File: config.mk
export PLATFORM = sky130hd
export DESIGN_NAME = grid_cell_writer
export DESIGN_NICKNAME = d
export VERILOG_FILES = /design/src/rtl/grid_pkg.sv /design/src/rtl/cell_addr_calc.sv /design/src/rtl/grid_cell_writer.sv
export SDC_FILE = /design/constraint.sdc
export NUM_CORES = 1
export LEC_CHECK = 0
export CAP_MARGIN = 40
export CORE_UTILIZATION = 40
export CTS_CLUSTER_DIAMETER = 40
export DETAILED_ROUTE_END_ITERATION = 16
export HOLD_SLACK_MARGIN = 0.02
export SYNTH_ARGS = -nofsm -noshare
export SYNTH_HDL_FRONTEND = slang
export SYNTH_SLANG_ARGS = --single-unit
File: constraint.sdc
create_clock -name clk -period 2.05 [get_ports clk]
set_input_delay 0.205 -clock clk [delete_from_list [all_inputs] [get_ports clk]]
set_output_delay 0.205 -clock clk [all_outputs]
set_load 0.05 [all_outputs]
File: src/rtl/grid_pkg.sv
// Shared grid geometry and write-controller state encoding.
package grid_pkg;

  localparam int unsigned GRID_COLS  = 20;
  localparam int unsigned GRID_ROWS  = 15;
  localparam int unsigned CELL_SHIFT = 5;
  localparam int unsigned ADDR_W     = 9;
  localparam int unsigned SCREEN_W   = 640;
  localparam int unsigned SCREEN_H   = 480;
  localparam int unsigned PX_W       = 10;
  localparam int unsigned CELL_COUNT = GRID_COLS * GRID_ROWS;
  localparam int unsigned STATE_W    = 3;

  localparam logic [STATE_W-1:0] ST_IDLE     = 3'd0;
  localparam logic [STATE_W-1:0] ST_TGL_RD   = 3'd1;
  localparam logic [STATE_W-1:0] ST_TGL_WR   = 3'd2;
  localparam logic [STATE_W-1:0] ST_CLR_CELL = 3'd3;
  localparam logic [STATE_W-1:0] ST_SWEEP    = 3'd4;

endpackage

File: src/rtl/cell_addr_calc.sv
// Pixel position to linear cell address, shared with the display read side.
module cell_addr_calc
  import grid_pkg::*;
(
  input  logic [PX_W-1:0]   px_x,
  input  logic [PX_W-1:0]   px_y,
  output logic [ADDR_W-1:0] cell_addr_c,
  output logic              in_range_c
);

  localparam int unsigned FULL_W = 16;

  logic [FULL_W-1:0] col;
  logic [FULL_W-1:0] row;
  logic [FULL_W-1:0] full_addr;

  // Row-major address at full width, truncated to the RAM address width.
  always_comb begin
    col         = FULL_W'(px_x >> CELL_SHIFT);
    row         = FULL_W'(px_y >> CELL_SHIFT);
    full_addr   = row * FULL_W'(GRID_COLS) + col;
    cell_addr_c = ADDR_W'(full_addr);
    in_range_c  = (px_x < PX_W'(SCREEN_W)) && (px_y < PX_W'(SCREEN_H));
  end

endmodule

File: src/rtl/grid_cell_writer.sv
// Mouse-driven toggle/clear writer and clear-all sweeper for the cell RAM.
module grid_cell_writer
  import grid_pkg::*;
(
  input  logic              clk,
  input  logic              rst_n,
  input  logic [PX_W-1:0]   mouse_x,
  input  logic [PX_W-1:0]   mouse_y,
  input  logic              left_btn,
  input  logic              right_btn,
  input  logic              clear_req,
  output logic [ADDR_W-1:0] rd_addr,
  input  logic              rd_data,
  output logic              wr_en,
  output logic [ADDR_W-1:0] wr_addr,
  output logic              wr_data,
  output logic              busy
);

  localparam logic [ADDR_W-1:0] LAST_CELL = ADDR_W'(CELL_COUNT - 1);

  logic [STATE_W-1:0] state_q, state_d;
  logic [ADDR_W-1:0]  cell_q, cell_d;
  logic [ADDR_W-1:0]  cnt_q, cnt_d;
  logic [ADDR_W-1:0]  rd_addr_d, wr_addr_d;
  logic               wr_en_d, wr_data_d, busy_d;
  logic               left_q, right_q;
  logic               left_rise, right_rise;
  logic [ADDR_W-1:0]  cur_addr_c;
  logic               cur_in_range_c;

  cell_addr_calc u_addr (
    .px_x        (mouse_x),
    .px_y        (mouse_y),
    .cell_addr_c (cur_addr_c),
    .in_range_c  (cur_in_range_c)
  );

  // Button history, updated every cycle regardless of state.
  always_ff @(posedge clk or negedge rst_n) begin
    if (!rst_n) begin
      left_q  <= 1'b0;
      right_q <= 1'b0;
    end else begin
      left_q  <= left_btn;
      right_q <= right_btn;
    end
  end

  assign left_rise  = left_btn & ~left_q;
  assign right_rise = right_btn & ~right_q;

  // Next-state and next-output logic; events outside IDLE are dropped.
  always_comb begin
    state_d   = state_q;
    cell_d    = cell_q;
    cnt_d     = cnt_q;
    rd_addr_d = rd_addr;
    wr_en_d   = 1'b0;
    wr_addr_d = wr_addr;
    wr_data_d = wr_data;
    busy_d    = busy;
    case (state_q)
      ST_IDLE: begin
        busy_d = 1'b0;
        if (clear_req) begin
          cnt_d   = '0;
          state_d = ST_SWEEP;
          busy_d  = 1'b1;
        end else if (right_rise) begin
          if (cur_in_range_c) begin
            cell_d  = cur_addr_c;
            state_d = ST_CLR_CELL;
            busy_d  = 1'b1;
          end
        end else if (left_rise && cur_in_range_c) begin
          rd_addr_d = cur_addr_c;
          cell_d    = cur_addr_c;
          state_d   = ST_TGL_RD;
          busy_d    = 1'b1;
        end
      end
      ST_TGL_RD: begin
        state_d = ST_TGL_WR;
      end
      ST_TGL_WR: begin
        wr_en_d   = 1'b1;
        wr_addr_d = cell_q;
        wr_data_d = ~rd_data;
        state_d   = ST_IDLE;
      end
      ST_CLR_CELL: begin
        wr_en_d   = 1'b1;
        wr_addr_d = cell_q;
        wr_data_d = 1'b0;
        state_d   = ST_IDLE;
      end
      ST_SWEEP: begin
        wr_en_d   = 1'b1;
        wr_addr_d = cnt_q;
        wr_data_d = 1'b0;
        if (cnt_q == LAST_CELL) begin
          state_d = ST_IDLE;
        end else begin
          cnt_d = cnt_q + ADDR_W'(1);
        end
      end
      default: begin
        state_d = ST_IDLE;
        busy_d  = 1'b0;
      end
    endcase
  end

  // State and registered outputs.
  always_ff @(posedge clk or negedge rst_n) begin
    if (!rst_n) begin
      state_q <= ST_IDLE;
      cell_q  <= '0;
      cnt_q   <= '0;
      rd_addr <= '0;
      wr_en   <= 1'b0;
      wr_addr <= '0;
      wr_data <= 1'b0;
      busy    <= 1'b0;
    end else begin
      state_q <= state_d;
      cell_q  <= cell_d;
      cnt_q   <= cnt_d;
      rd_addr <= rd_addr_d;
      wr_en   <= wr_en_d;
      wr_addr <= wr_addr_d;
      wr_data <= wr_data_d;
      busy    <= busy_d;
    end
  end

endmodule

==> results.md <==
* Area fraction of the dominant cell type after synthesis at a little under half
* CP required at around 2.2 ns
* Synth top area cells: dfrtp_1, mux2_2, ha_1
* DP HPWL at ~3600 microns
* Number of top-level pins at 47
* WHS at roughly 0.38 ns
* Final nets at about 310
* Worst r2r path cells at 5
* WL per Instance at 14.2 microns
* Vias at approximately 1700
* First-pass GRT wire length at ~8500 microns
* Post-synthesis simple-gate area fraction at 12.8%
* CTS HTree Levels at 2
* Worst stage delay on the critical path at roughly 0.54 ns
* Worst Hold End: right_q$_DFF_PN0_
* Layout cell share with drive strength beyond 1 at between 20% and 30%
* Syn Area/Cell at ~11 sq um
* FMAX at about 510 MHz
* Primary FF master, synth: dfrtp_1
* Die area at 6150 sq um
* Kind of critical path: input port to flop
* Clock Path Buffers at 2
* Max-slew violations at 0
* Gp weighted congestion at between 0.7 and 0.8
* Fin crit period at about 2.0 ns
* Critical-path maximum fanout at 3
* Leading area contributor after synthesis: dfrtp_1
* CP top delay family: adder cells
* Post-placement setup slack at -0.505 ns
* Antenna cells at 0
* Main combinational cell family by area after synthesis: multiplexers
* Final Util at 57.4%
* Reported max-cap violation count at 0
* Die W at roughly 78 microns
* Antenna-violating nets left at 0
* Core Region at around 5600 sq um
* Slew HR at ~66%
* Overflow after GRT at 0
* Avg Vias per Cell at roughly 4.9
* Footprint of the multi-input gates at between 1000 and 1500 sq um
* Leakage at 1.42 nW
* Endpoints failing hold at 0
* Async S/R FF share, synth at 100%
* Largest net degree at the start of global routing at 26
* Least-Margin Pin Slew at roughly 0.5 ns
* Hold path depth at 1
* Clock-pin slew on the worst setup and hold paths at about 0.080 ns
* Detailed-route DRC error count at 0
* RR Endpoint: rd_addr[7]$_DFFE_PN0P_
* Layout Skew at roughly 0.0048 ns
* Commonest cells after routing, fill and taps aside: dfrtp_1, clkdlybuf4s50_1, buf_4
* WP buf/inv at 1
* Flop-to-flop setup slack at roughly 0.21 ns
* CTS tree: yes
* Xor/xnor cell area share of the yosys netlist at between 5 and 6%
* Slowest stage cell, crit path: fa_1
* Initial Util at about two fifths
* Fraction of synthesized area in multiplexers at about 16%
* HP Start: right_btn
* Layout area overhead at 37.0%
* Die span in y at between 70 and 80 microns
* CP cell instances: clkdlybuf4s15_1, ha_2, ha_4, fa_1, nand2_2, a211oi_4, xnor2_2, xnor2_1, a21oi_1
* Fin crit share at between 90% and 100%
* FF+latch area at around 1100 sq um
* Number of fill cells at 496
* Synth Cell Area at 2330 sq um
* Cts bufs inserted at 5
* Worst hold-check path type: input port to flop
* Power per cell area at roughly 1200 nW/um^2
* CP Data Arrival Time at 2.14 ns
* DR pass1 iterations at 4
* Number of buffers added on ports at 36
* Post-synthesis compound-gate area fraction at under 10%
* Worst vdd ir at 0.000709 V
* Endpoint type of the worst setup path: flop
* Post-Synthesis Cells at about 210
* Post-Synth Adder-Cell Area at 7.50%
* Syn nets at between 200 and 250
* Initial antenna violation count at 0
* Post-synth EDFFs at 0
* Seq/Total Area, Yosys at a little under half
* Worst r2r src: state_q[1]$_DFFE_PN0P_
* Worst skew pair latency at 0.29 ns
* Startpoint types: input port
* # clock sinks at 44
* Outcome: finished, final reports clean
* #FFs+latches synth at between 40 and 50
* Row cnt at 27
* Commonest non-fill, non-tap cell in the layout: dfrtp_1
* DR iter-0 viols at just over 100
* Ys Warns at 0
* PnR worst setup slack at around 0.085 ns
* Final WL at 4880 microns
* # setup viols final at 0
* Gr usage total at around 18%
* Netlist cell types at 35
* Clock root buffer: clkbuf_8
* Vias in the first global route at between 1500 and 2000
what timing repair did:
action                     in CTS  in global routing
pin swaps                       8                  6
setup endpoints to repair       4                  6
setup buffers                   3                  0
hold endpoints to repair       19                  0
hold buffers                    1                  0
gates resized for setup         5                 11
per-layer routing:
layer  part of all wire [%]  track usage (%)  wire length [microns]  vias to the layer above
met5                      0                0                      0                        -
met4                   0.98             6.67                     48                        0
met3                    3.5             3.60                    171                        4
met2                     49             29.6                   2370                       39
met1                     47             24.1                   2290                      801
li1                       -                -                      -                      838
layout make-up:
| cell class | instances | share of cell area [%] |
|---|---|---|
| multi-input cells | 144 | 37.9 |
| flip-flops and latches | 44 | 34.4 |
| clock inverters | 3 | 2.82 |
| clock buffers | 5 | 2.15 |
| inverters | 8 | 0.939 |
| well taps | 72 | 2.82 |
| repair buffers | 67 | 19.0 |
Yosys cell counts, types with 2 or more instances:
cell type / instances
a21o_1: 3
a21oi_1: 10
buf_2: 4
buf_6: 3
clkbuf_1: 2
dfrtp_1: 44
fa_1: 2
ha_1: 10
inv_1: 8
mux2_2: 17
mux2_4: 5
mux2i_1: 11
nand2_1: 11
nand2b_1: 2
nand3_1: 6
nand4_1: 2
nor2_1: 16
nor2b_1: 3
nor3_1: 6
nor4_4: 2
o21ai_0: 12
xnor2_1: 10
xor2_1: 4
power breakdown:
part | internal [mW] | switching (mW)
Combinational | 0.759 | 0.950
Sequential | 1.14 | 0.227
Clock | 0.609 | 0.298
Total | 2.51 | 1.47
cells by family after synthesis:
| family | count (synthesis) |
|---|---|
| flip-flops | 44 |
| XOR/XNOR | 14 |
| AND/OR/NAND/NOR | 54 |
| multiplexers | 33 |
| adder cells (fa/ha/maj) | 13 |
| AO/OA/AOI/OAI | 30 |
| buffers and inverters | 17 |
metrics by stage:
step	cell area [sq um]	instances	TNS, ns	total power [mW]
detailed placement	2940	331	-2.74	3.07
global route	3200	343	-0.0118	4.24
floorplan	2340	205	0	2.49
global placement	2940	331	-2.77	3.04
finish	3200	343	0	3.99
CTS	3140	343	0	4.01
registers in the layout (all words and copies together) (netlist names):
signal,cells
cell_q,9
cnt_q,9
rd_addr,9
wr_addr,9
state_q,3
busy,1
left_q,1
right_q,1
wr_data,1
wr_en,1
worst max-delay path by stage:
| stage | cells past startpoint | slack [ns] | to | startpoint |
|---|---|---|---|---|
| 6_report | 9 | 0.08 | cell_q[8]$_DFFE_PN0P_ | mouse_y[7] |
| 5_1_grt | 9 | -0.01 | cell_q[8]$_DFFE_PN0P_ | mouse_x[7] |
| 4_1_cts | 10 | 0.006 | cell_q[8]$_DFFE_PN0P_ | mouse_y[5] |
| 2_1_floorplan | 8 | 0.03 | cell_q[8]$_DFFE_PN0P_ | mouse_y[6] |
| 3_5_place_dp | 9 | -0.50 | cell_q[8]$_DFFE_PN0P_ | mouse_y[6] |
| 3_3_place_gp | 9 | -0.47 | cell_q[8]$_DFFE_PN0P_ | mouse_y[6] |
Power figures use the tool's default switching activity.
